<file path="config.mk">
export PLATFORM = sky130hd
export DESIGN_NAME = program_counter
export DESIGN_NICKNAME = d
export VERILOG_FILES = /design/src/rtl/cpu_pkg.sv /design/src/rtl/program_counter.sv
export SDC_FILE = /design/constraint.sdc
export NUM_CORES = 1
export LEC_CHECK = 0
export BUFFER_PORTS_ARGS = -buffer_cell sky130_fd_sc_hd__buf_4
export CORE_UTILIZATION = 37
export CTS_CLUSTER_DIAMETER = 100
export DETAILED_ROUTE_END_ITERATION = 8
export PLACE_DENSITY_LB_ADDON = 0.05
export SLEW_MARGIN = 40
export SYNTH_ARGS = -nofsm -noshare
export SYNTH_HDL_FRONTEND = slang
export SYNTH_SLANG_ARGS = --single-unit
export TNS_END_PERCENT = 30
</file>
<file path="constraint.sdc">
create_clock -name clk -period 0.8 [get_ports clk]
set_input_delay 0.12 -clock clk [delete_from_list [all_inputs] [get_ports clk]]
set_output_delay 0.12 -clock clk [all_outputs]
set_load 0.01 [all_outputs]
</file>
<file path="src/rtl/cpu_pkg.sv">
// Shared CPU-wide constants so the fetch, branch and memory blocks agree on
// the datapath width and the reset vector.
package cpu_pkg;

    localparam int unsigned XLEN = 32;

    localparam logic [XLEN-1:0] RESET_VECTOR = 32'h0000_0000;

endpackage

</file>
<file path="src/rtl/program_counter.sv">
// Fetch-stage PC register: captures the upstream next-PC each cycle, with
// optional low-bit alignment masking and a synchronous reset to a fixed vector.
module program_counter
    import cpu_pkg::*;
#(
    parameter int unsigned     WIDTH        = XLEN,
    parameter logic [WIDTH-1:0] RESET_VECTOR = WIDTH'(cpu_pkg::RESET_VECTOR),
    parameter int unsigned     ALIGN_BITS   = 0
) (
    input  logic             clk,
    input  logic             reset,
    input  logic [WIDTH-1:0] next,
    output logic [WIDTH-1:0] ppc
);

    // All ones above the alignment field; all ones when ALIGN_BITS == 0.
    localparam logic [WIDTH-1:0] ALIGN_MASK =
        ~((WIDTH'(1) << ALIGN_BITS) - WIDTH'(1));

    generate
        if (ALIGN_BITS >= WIDTH) begin : g_bad_align
            $error("program_counter: ALIGN_BITS must be less than WIDTH");
        end
        if ((RESET_VECTOR & ~ALIGN_MASK) != '0) begin : g_bad_vector
            $error("program_counter: RESET_VECTOR is not aligned to ALIGN_BITS");
        end
    endgenerate

    logic [WIDTH-1:0] pc_q;

    always_ff @(posedge clk) begin
        if (reset) begin
            pc_q <= RESET_VECTOR;
        end else begin
            pc_q <= next & ALIGN_MASK;
        end
    end

    assign ppc = pc_q;

endmodule

</file>
==> results.yml, run 1 <==
floorplan:
  die_h_um: 50.31
  die_area_um2: 2531
  initial_core_util_pct: 39.03
  fp-row-count: 17
  coreArea_um2: 2212
  dieWidth_um: 50.31
  ios: 66
logic_synthesis:
  yosysSeqAreaShare_pct: 74.20
  yosysUniqueCellTypes: 3
  avgSynthCellArea_um2: 12.89
  synth_nets: 101
  ys_warn_count: 0
  syn_inst: 67
  synth_seq_cells: 32
  synth_area_um2: 863.3
critical_path:
  crit_family: "flip-flops"
  crit_type: "reg -> out"
  cp_max_fo: 1
  cp_data_arrival_time_ns: 0.76
  startpoint_type: "register"
  crit_required_ns: 0.68
  endpoint_kind: "primary output"
  slowest_delay_ns: 0.33
  worst_path_max_delay_cell: "dfxtp_2"
  crit_chain: "buf_6"
  cp_num_buf_inv: 1
global_routing:
  grt_pass1_vias: 743
  grt_util_all_layers_pct: 16.92
  grt_start_max_net_pins: 33
  antenna_found_initial: 0
  grt_overflow: 0
  grt_pass1_wl_mm: 2.932
sta:
  slew_viol_final: 0
  setup_viol: 32
  finalCritPeriodShare_pct: 110.1
  hold_viol: 0
  rsz0062_at_grt: "true"
  tightest_slew_ns: 0.3077
  slew_headroom_pct: 79.49
  setup_ws_ns: -0.08060
  min_period_ns: 0.8806
  clock.fmax_ghz: 1.136
min_path:
  hold_start: "next[15]"
  min_path_cells: 2
  holdCritPathClass: "in -> reg"
  hold_end: "ppc[15]$_SDFF_PP0_"
placed_design:
  numPortBuffers: 65
  dpl_cell_area_um2: 1364
  gp_congestion: 0.6143
layout:
  n_fill_cell: 151
  fin_nets: 187
  finish.utilization_pct: 79.13
  multiInputGateArea_um2: 200.2
  area_delta_synth_final_pct: 102.8
  ff_latch_area_um2: 678.2
  postLayoutCellArea_um2: 1750
  largest_register_ffs: 32
  antennaDiodeCount: 0
  drive_gt1_share_pct: 65.58
pwr:
  power_density_nw_per_um2: 1794
  worst_ir_drop_vdd_uv: 1610
  p_leak_nw: 0.8018
drt:
  wl_per_cell_um: 10.90
  drtIter0Drc: 2
  dr.pass1.iters: 6
  vias: 730
  vias_per_cell: 4.011
  drt-total-wl_mm: 1.984
  antenna_left: 0
  drc_errors: 0
clock_tree:
  root_buffer: "clkbuf_4"
  clk_path_buf_depth: 2
  numCtsBuffers: 5
  cts_max_level: 2
  clock_sinks: 32
  cts_tree: "yes"
  clk_pin_slew_ns: 0.09
run_status:
  outcome: "finished, violations left"
  violations: "setup timing"
run:
  drv_cap: 0
==> cells by family (layout without fill, tap and decap cells) <==
| logic type | Yosys count | after routing | share of synthesized area (%) |
|---|---|---|---|
| DFF | 32 | 32 | 74.20 |
| buffers and inverters | 3 | 90 | 2.609 |
| and+or+nand+nor | 32 | 32 | 23.19 |
==> repair_timing <==
action                                  4_1_cts  5_1_grt
gates cloned                                  0        0
resized for setup                            42       20
endpoints found under the setup margin       32       32
hold endpoints to repair                     14        3
hold buffers                                 14        3
buffers inserted                              0        0
==> where the power goes <==
| part | switching, mW | internal (mW) |
|---|---|---|
| registers | 0.0371 | 1.69 |
| clock network | 0.490 | 0.433 |
| logic | 0.143 | 0.343 |
| total | 0.671 | 2.47 |
==> layout by cell type, fill, tap and decap left out <==
cell           netlist  final
buf_4                3     33
nor2b_1             32     32
clkbuf_4             0      5
dfxtp_1             32      2
dlygate4sd3_1        0     17
clkbuf_1             0      2
clkbuf_8             0      1
buf_6                0     32
dfxtp_2              0     30
==> metrics by stage <==
stage	setup WS, ns	TNS, ns	hold WS [ns]	total power, mW	std cells
floorplan	0.3492	0	0.1916	1.859	67
global placement	0.1859	0	0.3288	2.095	157
detailed placement	0.1553	0	0.3346	2.105	157
CTS	-0.09303	-2.681	0.0005203	3.140	179
global route	-0.1113	-3.301	0.003759	3.276	182
finish	-0.08060	-2.282	0.006764	3.140	182
==> final cells by class <==
class | instances | share of cell area, %
flip-flops and latches | 32 | 38.74
multi-input cells | 32 | 11.44
clock buffers | 8 | 3.360
repair buffers | 82 | 44.46
well taps | 28 | 2.001
==> worst max path at each step <==
stage / from / to / slack, ns / cells past startpoint
floorplan: ppc[0]$_SDFF_PP0_ / ppc[0] / 0.35 / 0
global placement: reset / ppc[11]$_SDFF_PP0_ / 0.19 / 2
detailed placement: reset / ppc[27]$_SDFF_PP0_ / 0.16 / 2
CTS: ppc[9]$_SDFF_PP0_ / ppc[9] / -0.09 / 1
global route: ppc[8]$_SDFF_PP0_ / ppc[8] / -0.11 / 1
finish: ppc[11]$_SDFF_PP0_ / ppc[11] / -0.08 / 1
==> routing by layer <==
metal  routed length [um]  up-vias  GRT usage, %
met2                 1034       42         30.67
met1                  703      309         12.31
met3                  178        9         9.697
li1                     -      370             -
met4                   68        0         13.89
met5                    0        -             0
==> Yosys cell counts <==
cell type   n  share of area, %
buf_4       3               2.6
dfxtp_1    32                74
nor2b_1    32                23
(Power assumes the default switching activity.)
==> run 2, diff against run 1 <==
--- a/config.mk
+++ b/config.mk
@@ -9,6 +9,7 @@
 export CORE_UTILIZATION = 37
 export CTS_CLUSTER_DIAMETER = 100
 export DETAILED_ROUTE_END_ITERATION = 8
+export HOLD_SLACK_MARGIN = 0.02
 export PLACE_DENSITY_LB_ADDON = 0.05
 export SLEW_MARGIN = 40
 export SYNTH_ARGS = -nofsm -noshare
==> results.yml, run 2 (synthesis results as in run 1) <==
run_status:
  outcome: "finished, violations left"
  violations: "setup timing"
layout:
  postLayoutCellArea_um2: 1891
  final_cell_mix: "buf_4, nor2b_1, buf_6"
  fin_cells: 196
  drive_gt1_share_pct: 60.12
  fin_nets: 201
  area_delta_synth_final_pct: 119.0
  antennaDiodeCount: 0
  n_fill_cell: 117
  finish.utilization_pct: 85.46
  largest_register_ffs: 32
  final_common_cell: "buf_4"
sta:
  finalCritPeriodShare_pct: 110.2
  fin_tns_setup_ns: -2.143
  slew_viol_final: 0
  tightest_slew_ns: 0.2981
  setup_viol: 32
  rsz0062_at_grt: "true"
  setup_ws_ns: -0.08187
  min_period_ns: 0.8819
  hold_viol: 0
  slew_headroom_pct: 80.12
  clock.fmax_ghz: 1.134
drt:
  vias: 794
  drt-total-wl_mm: 2.169
  dr.pass1.iters: 6
  antenna_left: 0
  drc_errors: 0
  vias_per_cell: 4.051
  drtIter0Drc: 5
  wl_per_cell_um: 11.07
clock_tree:
  clock_sinks: 32
  numCtsBuffers: 5
  cts_tree: "yes"
  clk_pin_slew_ns: 0.09
  cts_setup_buffers: 0
  clk_path_buf_depth: 2
  root_buffer: "clkbuf_4"
  cts_max_level: 2
pwr:
  worst_ir_drop_vdd_uv: 1705
  p_total_mw: 3.190
  power_density_nw_per_um2: 1687
  p_leak_nw: 0.8603
critical_path:
  slowest_delay_ns: 0.33
  cp_max_fo: 1
  cp_num_buf_inv: 1
  worst_path_max_delay_cell: "dfxtp_2"
  crit_family: "flip-flops"
  crit_required_ns: 0.68
  endpoint_kind: "primary output"
  crit_type: "reg -> out"
  startpoint_type: "register"
  cp_data_arrival_time_ns: 0.76
  crit_chain: "buf_6"
floorplan:
  ios: 66
  die_area_um2: 2531
  fp-row-count: 17
  coreArea_um2: 2212
  die_h_um: 50.31
  initial_core_util_pct: 39.03
  dieWidth_um: 50.31
global_routing:
  grt_util_all_layers_pct: 19.07
  grt_overflow: 0
  grt_pass1_vias: 813
  grt_start_max_net_pins: 33
  grt_pass1_wl_mm: 3.353
  antenna_found_initial: 0
run:
  drv_cap: 0
min_path:
  holdCritPathClass: "in -> reg"
placed_design:
  dp.cells: 157
  dpl_cell_area_um2: 1364
  numPortBuffers: 65
  gp_congestion: 0.6143
-- run 2: cell types whose count changed in the layout (fill, tap and decap cells not counted), sizes merged --
cell         change
dlygate4sd3     +14
-- run 2: path summary, 6_finish.rpt --
check	cells past startpoint	from	end	slack, ns
max	1	ppc[7]$_SDFF_PP0_	ppc[7]	-0.08
min	2	next[27]	ppc[27]$_SDFF_PP0_	0.04
-- run 2: what timing repair did --
item,CTS,global route
hold buffers,30,1
endpoints found under the setup margin,32,32
gates resized for setup,42,20
endpoints found under the hold margin,30,1
-- run 2: area by class of cell --
cell class	count	area [um^2]	area share (%)
clock buffer	8	58.81	3.111
multi-input combinational	32	200.2	10.59
sequential	32	678.2	35.87
tap	28	35.03	1.853
timing repair buffer	96	918.4	48.58
-- run 2: power by group --
part           internal (mW)  total [mW]  switching, mW
Combinational          0.388       0.542          0.155
Clock                  0.433       0.915          0.482
Sequential              1.69        1.73         0.0390
-- run 2: through the flow --
stage,setup slack [ns],hold slack (ns)
2_1_floorplan,0.3492,0.1916
3_3_place_gp,0.1859,0.3288
3_5_place_dp,0.1553,0.3346
4_1_cts,-0.09303,0.03063
5_1_grt,-0.1116,0.02553
6_report,-0.08187,0.03666
-- run 2: per-layer routing --
layer	track usage [%]	share of wire, %
met1	16.57	34
met2	34.00	56
met3	9.394	8.0
met4	12.50	1.8
met5	0	0
==> run 3, diff against run 2 <==
--- a/config.mk
+++ b/config.mk
@@ -6,6 +6,7 @@
 export NUM_CORES = 1
 export LEC_CHECK = 0
 export BUFFER_PORTS_ARGS = -buffer_cell sky130_fd_sc_hd__buf_4
+export CORE_MARGIN = 10
 export CORE_UTILIZATION = 37
 export CTS_CLUSTER_DIAMETER = 100
 export DETAILED_ROUTE_END_ITERATION = 8
==> results.yml, run 3 (synthesis results as in run 1) <==
drt:
  drt-total-wl_mm: 3.051
  vias_per_cell: 4.092
  vias: 798
  dr.pass1.iters: 4
  drtIter0Drc: 12
  wl_per_cell_um: 15.65
  drc_errors: 0
  antenna_left: 0
critical_path:
  endpoint_kind: "primary output"
  slowest_delay_ns: 0.33
  cp_data_arrival_time_ns: 0.78
  crit_cells: 1
  crit_type: "reg -> out"
  cp_num_buf_inv: 1
  crit_required_ns: 0.68
  worst_path_max_delay_cell: "dfxtp_2"
  cp_max_fo: 1
  crit_family: "flip-flops"
  startpoint_type: "register"
  crit_chain: "buf_6"
run:
  drv_cap: 0
floorplan:
  coreArea_um2: 2212
  dieWidth_um: 68.31
  ios: 66
  die_h_um: 68.31
  fp-row-count: 17
  initial_core_util_pct: 39.03
  die_area_um2: 4666
global_routing:
  grt_util_all_layers_pct: 13.19
  grt_overflow: 0
  grt_pass1_vias: 847
  grt_start_max_net_pins: 33
  grt_pass1_wl_mm: 4.298
  antenna_found_initial: 0
sta:
  hold_viol: 0
  holdWs_ns: 0.05737
  clock.fmax_ghz: 1.111
  rsz0062_at_grt: "true"
  fin_tns_setup_ns: -2.643
  slew_headroom_pct: 79.87
  setup_viol: 32
  slew_viol_final: 0
  finalCritPeriodShare_pct: 112.5
  tightest_slew_ns: 0.3020
  min_period_ns: 0.9002
  setup_ws_ns: -0.1002
layout:
  largest_register_ffs: 32
  antennaDiodeCount: 0
  area_delta_synth_final_pct: 117.4
  fin_nets: 201
  finish.utilization_pct: 84.84
  fin_cells: 195
  drive_gt1_share_pct: 59.88
  final_cell_mix: "buf_4, nor2b_1, buf_6"
  final_common_cell: "buf_4"
min_path:
  min_path_cells: 2
  holdCritPathClass: "in -> reg"
clock_tree:
  numCtsBuffers: 5
  cts_tree: "yes"
  clk_pin_slew_ns: 0.09
  clock_sinks: 32
  cts_max_level: 2
  root_buffer: "clkbuf_4"
  clk_path_buf_depth: 2
  cts_setup_buffers: 0
run_status:
  outcome: "finished, violations left"
  violations: "setup timing"
placed_design:
  numPortBuffers: 65
  gp_congestion: 0.7150
  post-place-ws_ns: 0.1703
  dpl.hpwl_mm: 1.640
  dp.cells: 157
pwr:
  power_density_nw_per_um2: 1655
  worst_ir_drop_vdd_uv: 1420
  p_leak_nw: 0.8555
-- run 3: layout make-up --
class | instances | area (um^2)
clock inverters | 1 | 5.005
well taps | 28 | 35.03
fillers | 122 | 335.3
clock buffers | 6 | 41.29
flip-flops and latches | 32 | 676.9
repair buffers | 96 | 918.4
multi-input cells | 32 | 200.2
-- run 3: worst paths after layout --
kind | slack [ns] | endpoint | from
worst max-delay path | -0.10 | ppc[24] | ppc[24]$_SDFF_PP0_
worst min-delay path | 0.06 | ppc[23]$_SDFF_PP0_ | next[23]
-- run 3: metal layers --
metal | vias to the layer above | routed length [um] | GRT usage, %
li1 | 397 | - | -
met1 | 354 | 979 | 10.20
met2 | 42 | 1667 | 24.77
met3 | 5 | 358 | 7.178
met4 | 0 | 46 | 8.291
met5 | - | 0 | 0
-- run 3: repair_timing --
| item | 4_1_cts | 5_1_grt |
|---|---|---|
| hold endpoints to repair | 31 | 0 |
| gates resized for setup | 43 | 18 |
| pin swaps | 0 | 0 |
| hold buffers | 31 | 0 |
| endpoints found under the setup margin | 32 | 32 |
-- run 3: metrics by stage --
step / total power, mW / instance area, um^2
2_1_floorplan: 1.859 / 863.3
3_3_place_gp: 2.105 / 1364
3_5_place_dp: 2.112 / 1364
4_1_cts: 3.114 / 1852
5_1_grt: 3.260 / 1877
6_report: 3.105 / 1877
-- run 3: where the power goes --
| part | total, mW | switching [mW] | internal (mW) |
|---|---|---|---|
| combinational | 0.556 | 0.168 | 0.388 |
| clock | 0.816 | 0.493 | 0.323 |
| sequential | 1.73 | 0.0406 | 1.69 |
